===== config.mk =====
export PLATFORM = sky130hd
export DESIGN_NAME = hw_mutex_rr_arbiter
export DESIGN_NICKNAME = d
export VERILOG_FILES = /design/src/rtl/hw_mutex_rr_arbiter.sv
export SDC_FILE = /design/constraint.sdc
export NUM_CORES = 1
export LEC_CHECK = 0
export BUFFER_PORTS_ARGS = -buffer_cell sky130_fd_sc_hd__buf_2
export CELL_PAD_IN_SITES_DETAIL_PLACEMENT = 0
export CELL_PAD_IN_SITES_GLOBAL_PLACEMENT = 1
export CORE_MARGIN = 10
export CORE_UTILIZATION = 36
export DETAILED_ROUTE_END_ITERATION = 8
export GPL_ROUTABILITY_DRIVEN = 1
export GPL_TIMING_DRIVEN = 0
export PLACE_DENSITY_LB_ADDON = 0.08
export SETUP_SLACK_MARGIN = 0.3
export SYNTH_ARGS = -nofsm -noshare
export SYNTH_HDL_FRONTEND = slang
export SYNTH_SLANG_ARGS = --single-unit

===== constraint.sdc =====
create_clock -name clk_i -period 3.3 [get_ports clk_i]
set_input_delay 0.33 -clock clk_i [delete_from_list [all_inputs] [get_ports clk_i]]
set_output_delay 0.33 -clock clk_i [all_outputs]
set_load 0.005 [all_outputs]

===== src/rtl/hw_mutex_rr_arbiter.sv =====
// Round-robin hardware mutex: tracks pending lock requests, grants one owner at a time,
// hands a message word from the releasing owner to the next, and pulses a grant event.
module hw_mutex_rr_arbiter #(
    parameter int unsigned NB_CORES    = 8,
    parameter int unsigned MUTEX_MSG_W = 32,
    localparam int unsigned OWNER_W    = $clog2(NB_CORES)
) (
    input  logic                   clk_i,
    input  logic                   rst_ni,
    input  logic [NB_CORES-1:0]    lock_req_i,
    input  logic [NB_CORES-1:0]    unlock_req_i,
    input  logic [MUTEX_MSG_W-1:0] msg_wdata_i,
    output logic [MUTEX_MSG_W-1:0] msg_rdata_o,
    output logic [NB_CORES-1:0]    mutex_event_o,
    output logic                   locked_o,
    output logic [OWNER_W-1:0]     owner_o,
    output logic [NB_CORES-1:0]    pending_o
);

    typedef enum logic {FREE, LOCKED} state_e;

    state_e                 state_q, state_d;
    logic [OWNER_W-1:0]     owner_q, owner_d;
    logic [OWNER_W-1:0]     rr_q, rr_d;
    logic [MUTEX_MSG_W-1:0] msg_q, msg_d;
    logic [NB_CORES-1:0]    event_q, event_d;
    logic [NB_CORES-1:0]    pending_q, pending_d;

    logic [NB_CORES-1:0]    owner_mask;
    logic [NB_CORES-1:0]    cand;
    logic [NB_CORES-1:0]    new_req;
    logic                   owner_unlock;
    logic                   grant;
    logic [OWNER_W-1:0]     win;
    int unsigned            idx;

    always_comb begin
        owner_mask   = '0;
        owner_unlock = 1'b0;
        if (state_q == LOCKED) begin
            owner_mask   = NB_CORES'(1) << owner_q;
            owner_unlock = unlock_req_i[owner_q];
        end
        cand    = (pending_q | lock_req_i) & ~owner_mask;
        // An owner's own request only counts when it releases in the same cycle
        new_req = lock_req_i & ~(owner_unlock ? '0 : owner_mask);

        // Scan from the far end so the closest set bit at or after rr_q wins last
        win = '0;
        idx = 0;
        for (int unsigned k = 0; k < NB_CORES; k++) begin
            idx = 32'(rr_q) + (NB_CORES - 1 - k);
            if (idx >= NB_CORES) idx = idx - NB_CORES;
            if (cand[idx[OWNER_W-1:0]]) win = idx[OWNER_W-1:0];
        end
    end

    always_comb begin
        state_d   = state_q;
        owner_d   = owner_q;
        rr_d      = rr_q;
        msg_d     = msg_q;
        event_d   = '0;
        pending_d = pending_q | new_req;
        grant     = 1'b0;

        case (state_q)
            FREE: begin
                if (|cand) grant = 1'b1;
            end
            LOCKED: begin
                if (owner_unlock) begin
                    msg_d = msg_wdata_i;
                    if (|cand) grant = 1'b1;
                    else       state_d = FREE;
                end
            end
            default: state_d = FREE;
        endcase

        if (grant) begin
            state_d   = LOCKED;
            owner_d   = win;
            rr_d      = (win == OWNER_W'(NB_CORES - 1)) ? '0 : win + OWNER_W'(1);
            event_d   = NB_CORES'(1) << win;
            pending_d = pending_d & ~(NB_CORES'(1) << win);
        end
    end

    always_ff @(posedge clk_i or negedge rst_ni) begin
        if (!rst_ni) begin
            state_q   <= FREE;
            owner_q   <= '0;
            rr_q      <= '0;
            msg_q     <= '0;
            event_q   <= '0;
            pending_q <= '0;
        end else begin
            state_q   <= state_d;
            owner_q   <= owner_d;
            rr_q      <= rr_d;
            msg_q     <= msg_d;
            event_q   <= event_d;
            pending_q <= pending_d;
        end
    end

    assign msg_rdata_o   = msg_q;
    assign mutex_event_o = event_q;
    assign locked_o      = (state_q == LOCKED);
    assign owner_o       = owner_q;
    assign pending_o     = pending_q;

endmodule


==> results.md, run 1 <==
- Outcome: completed
- CTS tree: done
- EDFF count, synth: 0
- Fraction of power consumed by the clock network: 6.1%
- Die ar.: 14100 sq um
- Multi-input gate area: 2230 sq um
- ANT nets after route: 0
- Number of levels in the clock H-tree: 2
- Core area: 9370 sq um
- Type of destination of the critical path: flip-flop
- Number of clock buffers inserted by TritonCTS: 5
- Internal power consumption: 3520 uW
- Pin count of the biggest net entering global routing: 56
- Width of the die: 119 microns
- Number of instances in the synthesized netlist: 328
- Most frequent cell after synthesis: sky130_fd_sc_hd__dfrtp_1
- Clk sinks: 55
- Switching share of power: 46.6%
- Fin. max-slew vios: 0
- Number of synthesized register bits: 55
- Worst-Skew Late Latency: 310 ps
- CTS Root Buffer Type: sky130_fd_sc_hd__clkbuf_8
- Row count: 35
- Crit-path max FO: 10
- Die Ht: 119 microns
- Worst-path clk slew: 100 ps
- Count of final setup violators: 0
- CP Data Required Time: 3480 ps
- Deepest clock path buffer count: 2
- Average wire length per cell after detail routing: 19.7 microns
- Highest clock rate: 0.324 GHz
- Final global-route overflow total: 0
- Ys Warns: 0
- Worst-case vdd ir drop: 0.000528 V
- Number of vias in the routed layout: 3269
- Critical Path Max Stage Delay: 460 ps
- Drt drc: 0
- Share of the clock period used by the worst path: 93.4%
- Overall routing resource usage: 15.5%
- Cells traversed along the worst timing path: buf_6 -> and4bb_4 -> o32ai_4 -> a221oi_4 -> nor2b_4 -> o211ai_1 -> a211o_1 -> and3_4 -> inv_4 -> ha_4 -> o21ai_1 -> a21o_1 -> mux2i_1 -> a31oi_1
- Synthesis-to-finish area growth: 35.3%
- Combinational Power Share: 76.5%
- Share of power burned in registers: 17.4%
- Nets: 511
- Post-layout utilization of the core: 50.6%
- Final setup skew: 5.85 ps
- Fin crit period: 3080 ps
- Net count after synthesis: 384
- Wire length of the first global-routing pass: 17.9 mm
- DRC violation total after the first TritonRoute iteration: 193
- Dominant cell type by area after synthesis: sky130_fd_sc_hd__dfrtp_1
- Area taken by flip-flops and latches: 1380 sq um
- Top cell types by occurrence after synthesis: 55 x sky130_fd_sc_hd__dfrtp_1, 31 x sky130_fd_sc_hd__nor2_1, 30 x sky130_fd_sc_hd__mux2_2
- Cell count after placement: 558
- Post-Synthesis Cell Area: 3510 sq um
- Final cell count without fillers: 585
- Gpl congestion: 0.895
- Total I/O pin count: 102
- Count of maximum capacitance violations: 0
- Avg Cell Area, Syn: 10.7 sq um
- Total iterations of the first detailed-routing run: 5
- Hold Violations, Final: 0
- Net Switching: 3060 uW
- Fillers: 901
- Area share of the leading cell type in the synthesized netlist: 39.2%
- Worst endpoint data arrival time: 3260 ps
- Netlist cell types: 61
- Category of the critical setup timing path: reg -> reg
- Crit start category: flip-flop
- Leakage component of the power: 0.00202 uW
- HPWL after detailed placement: 8.75 mm
- Antenna cell count: 0
- Via density per instance: 5.59
- Cell at the slowest stage of the critical path: sky130_fd_sc_hd__dfrtp_2
- Worst Max-Slew Pin Slew: 692 ps
- Antenna violations before repair: 0
- Starting Density: 37.4%
- Worst reg-to-reg path cell count: 14
- Total Wirelength: 11.5 mm
- Prevailing post-synth register cell: sky130_fd_sc_hd__dfrtp_1
- Via count of the first global-routing pass: 3284
- Async SR Flop Fraction: 100%
- Pwr dens: 1390 nW/um^2
- Setup repair after global routing missed its margin: true
- Share of layout cells above drive strength 1: 51.3%
- Max-Slew Margin vs Limit: 53.8%
- Number of buffers inserted by port buffering: 101
- Fraction of the yosys area taken by sequential cells: 39.2%
- Class of the worst hold path: in -> async
- Hold-fix buffers at CTS: 0
- Ranking of synthesized cells by area: sky130_fd_sc_hd__dfrtp_1 39%, sky130_fd_sc_hd__mux2_2 9.6%, sky130_fd_sc_hd__mux2i_1 3.7%
## worst paths after layout
kind                                  from               to  slack (ps)
max                             owner_o[2]          rr_q[2]         220
min                                 rst_ni     pending_o[1]          50
max in group asynchronous           rst_ni       owner_o[1]        2770
min in group clk_i         msg_wdata_i[28]  msg_rdata_o[28]         220
max reg2reg                     owner_o[2]          rr_q[2]         220
min reg2reg                msg_rdata_o[14]  msg_rdata_o[14]         490
## sequential cells by signal, indices dropped and copies added (netlist names)
signal and flops:
locked_o 1, msg_rdata_o 32, mutex_event_o 8, owner_o 3, pending_o 8, rr_q 3
## critical path, delay by kind of cell, from the launching register on
kind            cells  cell delay (ps)
flops               1              460
buf+inv             2              210
mux                 1              180
fa+ha+maj           1              120
compound gates      7             1210
simple gates        3              770
## power by group through the flow
stage	registers [uW]	clock network (uW)	logic, uW
finish	1150	401	5030
global route	1190	444	5450
CTS	1150	416	4590
detailed placement	1160	0	3860
global placement	1150	0	3850
floorplan	1170	0	2750
## stage by stage
| stage | TNS (ps) | hold slack [ps] | total power, uW | cell area (sq um) | worst slack (ps) |
|---|---|---|---|---|---|
| after global routing | 0 | 115 | 7080 | 4750 | 54.9 |
| after global placement | -2210 | 468 | 5000 | 4180 | -479 |
| after detailed placement | -2070 | 475 | 5020 | 4180 | -460 |
| after CTS | 0 | 210 | 6160 | 4600 | 246 |
| after floorplan | 0 | 34.4 | 3920 | 3510 | 300 |
| final | 0 | 54.7 | 6580 | 4750 | 217 |
## metal layers
metal	vias up	GRT usage (%)	part of all wire, %
met5	-	0	0
met4	0	3.13	1.5
met3	19	4.47	6.8
met2	135	26.3	49
met1	1610	19.2	42
li1	1505	-	-
## final cells by class
| type | count | area share, % |
|---|---|---|
| Multi-Input combinational cell | 239 | 47.1 |
| Timing Repair Buffer | 120 | 14.0 |
| Buffer | 25 | 3.66 |
| Sequential cell | 55 | 29.1 |
| Clock buffer | 6 | 1.74 |
| Tap cell | 129 | 3.40 |
| Inverter | 9 | 0.765 |
| Clock inverter | 2 | 0.343 |
## cell families after synthesis
kind of cell	share of synthesized area, %
AO/OA/AOI/OAI	22.8
AND/OR/NAND/NOR	13.6
multiplexers	16.5
flip-flops	39.2
buffers and inverters	5.17
adder cells (fa/ha/maj)	2.14
XOR/XNOR	0.499
## cells in the final DEF, fill, tap and decap left out, drive strengths merged, types with 3 or more instances in the layout
cell and n:
clkbuf 16, inv 9, o221ai 8, a21o 3
nand2b 3, a21oi 17, mux2i 13, nor3 7
o22ai 12, o21bai 5, nand2 10, a211oi 3
ha 6, nand3 7, o21ai 14, and4b 3
dfrtp 55, nor2 32, nand3b 6, buf 135
a31oi 10, mux2 36, o211ai 5, o32ai 6
and4bb 3
## repair_timing
| item | CTS | global route |
|---|---|---|
| setup buffers | 15 | 4 |
| endpoints found under the hold margin | 0 | 0 |
| setup endpoints to repair | 21 | 20 |
| pin swaps | 16 | 9 |
| resized for setup | 43 | 24 |
(Power assumes the default switching activity.)
==> inputs of run 2 (changes only) <==
Settings changed: SETUP_SLACK_MARGIN 0.3 to not set.
==> run 2 against run 1 <==
Design area shrank 3.0%. First-iteration DRC count increased by 11%. Largest cell class unchanged. Wire length is 0.62% higher. Core utilization fell by 1.5 points.
==> results.md, run 2 (synthesis results as in run 1) <==
- Worst-Skew Late Latency: 310 ps
- Fin crit period: 3160 ps
- Count of maximum capacitance violations: 0
- Number of vias in the routed layout: 3194
- Starting Density: 37.4%
- Fillers: 941
- Gpl congestion: 0.878
- Outcome: completed
- Reg-to-Reg Start: locked_o
- Via count of the first global-routing pass: 3293
- CTS tree: done
- Crit start category: flip-flop
- Overall routing resource usage: 15.6%
- Nets: 508
- Hold-fix buffers at CTS: 0
- Total I/O pin count: 102
- Type of destination of the critical path: flip-flop
- Final setup skew: 12.6 ps
- Setup TNS: 0 ps
- Pwr dens: 1320 nW/um^2
- Highest clock rate: 0.316 GHz
- Die ar.: 14100 sq um
- Antenna cell count: 0
- Final global-route overflow total: 0
- Core area: 9370 sq um
- Fin. max-slew vios: 0
- Total iterations of the first detailed-routing run: 5
- Number of buffers inserted by port buffering: 101
- Worst reg2reg path endpoint: rr_q[2]
- Leakage component of the power: 0.00199 uW
- Register-to-register setup slack: 140 ps
- Worst-path clk slew: 100 ps
- Deepest clock path buffer count: 2
- Hold Violations, Final: 0
- Number of clock buffers inserted by TritonCTS: 5
- Share of layout cells above drive strength 1: 49.2%
- Max-Slew Margin vs Limit: 54.0%
- Class of the worst hold path: in -> async
- Worst Max-Slew Pin Slew: 690 ps
- DRC violation total after the first TritonRoute iteration: 214
- Pin count of the biggest net entering global routing: 56
- Synthesis-to-finish area growth: 31.2%
- Drt drc: 0
- CTS Root Buffer Type: sky130_fd_sc_hd__clkbuf_8
- Worst endpoint data arrival time: 3390 ps
- Category of the critical setup timing path: reg -> reg
- Worst reg-to-reg path cell count: 14
- Row count: 35
- Clk sinks: 55
- Width of the die: 119 microns
- Total Wirelength: 11.6 mm
- Share of the clock period used by the worst path: 95.8%
- Average wire length per cell after detail routing: 19.9 microns
- CP Data Required Time: 3530 ps
- Most frequent cells in the layout: 106 x sky130_fd_sc_hd__buf_2, 52 x sky130_fd_sc_hd__dfrtp_1, 31 x sky130_fd_sc_hd__nor2_1, 29 x sky130_fd_sc_hd__mux2_2, 18 x sky130_fd_sc_hd__buf_4
- HPWL after detailed placement: 8.90 mm
- Setup WS pre-CTS: -702 ps
- Leading cell type in the layout, fill and taps excluded: sky130_fd_sc_hd__buf_2
- Antenna violations before repair: 0
- Number of levels in the clock H-tree: 2
- Via density per instance: 5.49
- Smallest setup slack after layout: 140 ps
- Wire length of the first global-routing pass: 18.0 mm
- ANT nets after route: 0
- Die Ht: 119 microns
- Max reg flops: 32
- Worst-case vdd ir drop: 0.000560 V
- Crit-path max FO: 10
- Count of final setup violators: 0
run 2: cell count changes in the layout (fill, tap and decap cells not counted), sizes merged:
cell	change
clkinvlp	+1
buf	-2
clkbuf	-1
inv	-1
run 2: metal layers:
| metal | wire length, microns | up-vias | global-route usage (%) |
|---|---|---|---|
| li1 | - | 1492 | - |
| met1 | 5090 | 1598 | 20.8 |
| met2 | 5730 | 97 | 25.7 |
| met3 | 715 | 7 | 3.47 |
| met4 | 49 | 0 | 1.98 |
| met5 | 0 | - | 0 |
run 2: where the power goes:
part           total [uW]  internal [uW]  switching (uW)
Clock                 365            149             216
Combinational        4530           2080            2450
Sequential           1160            979             180
run 2: worst max-delay path: stages (launching register included):
cell and delay, ps:
sky130_fd_sc_hd__dfrtp_1 410, sky130_fd_sc_hd__clkbuf_4 190, sky130_fd_sc_hd__and4b_1 210, sky130_fd_sc_hd__buf_6 140, sky130_fd_sc_hd__o32ai_2 480, sky130_fd_sc_hd__a32o_2 230
sky130_fd_sc_hd__nor3_4 50, sky130_fd_sc_hd__a211o_1 270, sky130_fd_sc_hd__a211oi_2 290, sky130_fd_sc_hd__o22ai_4 160, sky130_fd_sc_hd__ha_4 210, sky130_fd_sc_hd__o21ai_1 80
sky130_fd_sc_hd__a21o_1 140, sky130_fd_sc_hd__mux2i_1 90, sky130_fd_sc_hd__a31oi_1 160
run 2: repair_timing:
item                                    in CTS  in global routing
resized for setup                           22                 36
buffers inserted                             3                 14
pin swaps                                    5                 15
endpoints found under the setup margin      19                  5
gates cloned                                 0                  1
run 2: cell type report:
type | count | area (sq um) | area share (%)
multi-input cells | 239 | 2110 | 45.8
well taps | 129 | 161 | 3.51
inverters | 9 | 37.5 | 0.815
flip-flops and latches | 55 | 1380 | 30.0
plain buffers | 23 | 168 | 3.64
clock buffers | 6 | 72.6 | 1.58
repair buffers | 119 | 666 | 14.5
clock inverters | 2 | 12.5 | 0.272
run 2: how the worst max path moves through the flow:
stage / slack (ps) / from / to / depth (start not counted)
after floorplan: 210 / rr_q[1] / rr_q[0] / 14
after global placement: -720 / rr_q[1] / rr_q[2] / 15
after detailed placement: -700 / rr_q[1] / rr_q[2] / 15
after CTS: 20 / owner_o[0] / rr_q[2] / 14
after global routing: -40 / rr_q[0] / rr_q[2] / 15
final: 140 / locked_o / rr_q[2] / 14
run 2: stage by stage:
step / instances / area [sq um] / hold WS [ps] / util, % / power (uW)
2_1_floorplan: 328 / 3510 / 34.4 / - / 3910
3_3_place_gp: 558 / 4180 / 468 / 44.6 / 4990
3_5_place_dp: 558 / 4180 / 478 / 44.6 / 5030
4_1_cts: 568 / 4370 / 222 / 46.6 / 5660
5_1_grt: 582 / 4600 / 115 / 49.1 / 6550
6_report: 582 / 4600 / 48.7 / 49.1 / 6060
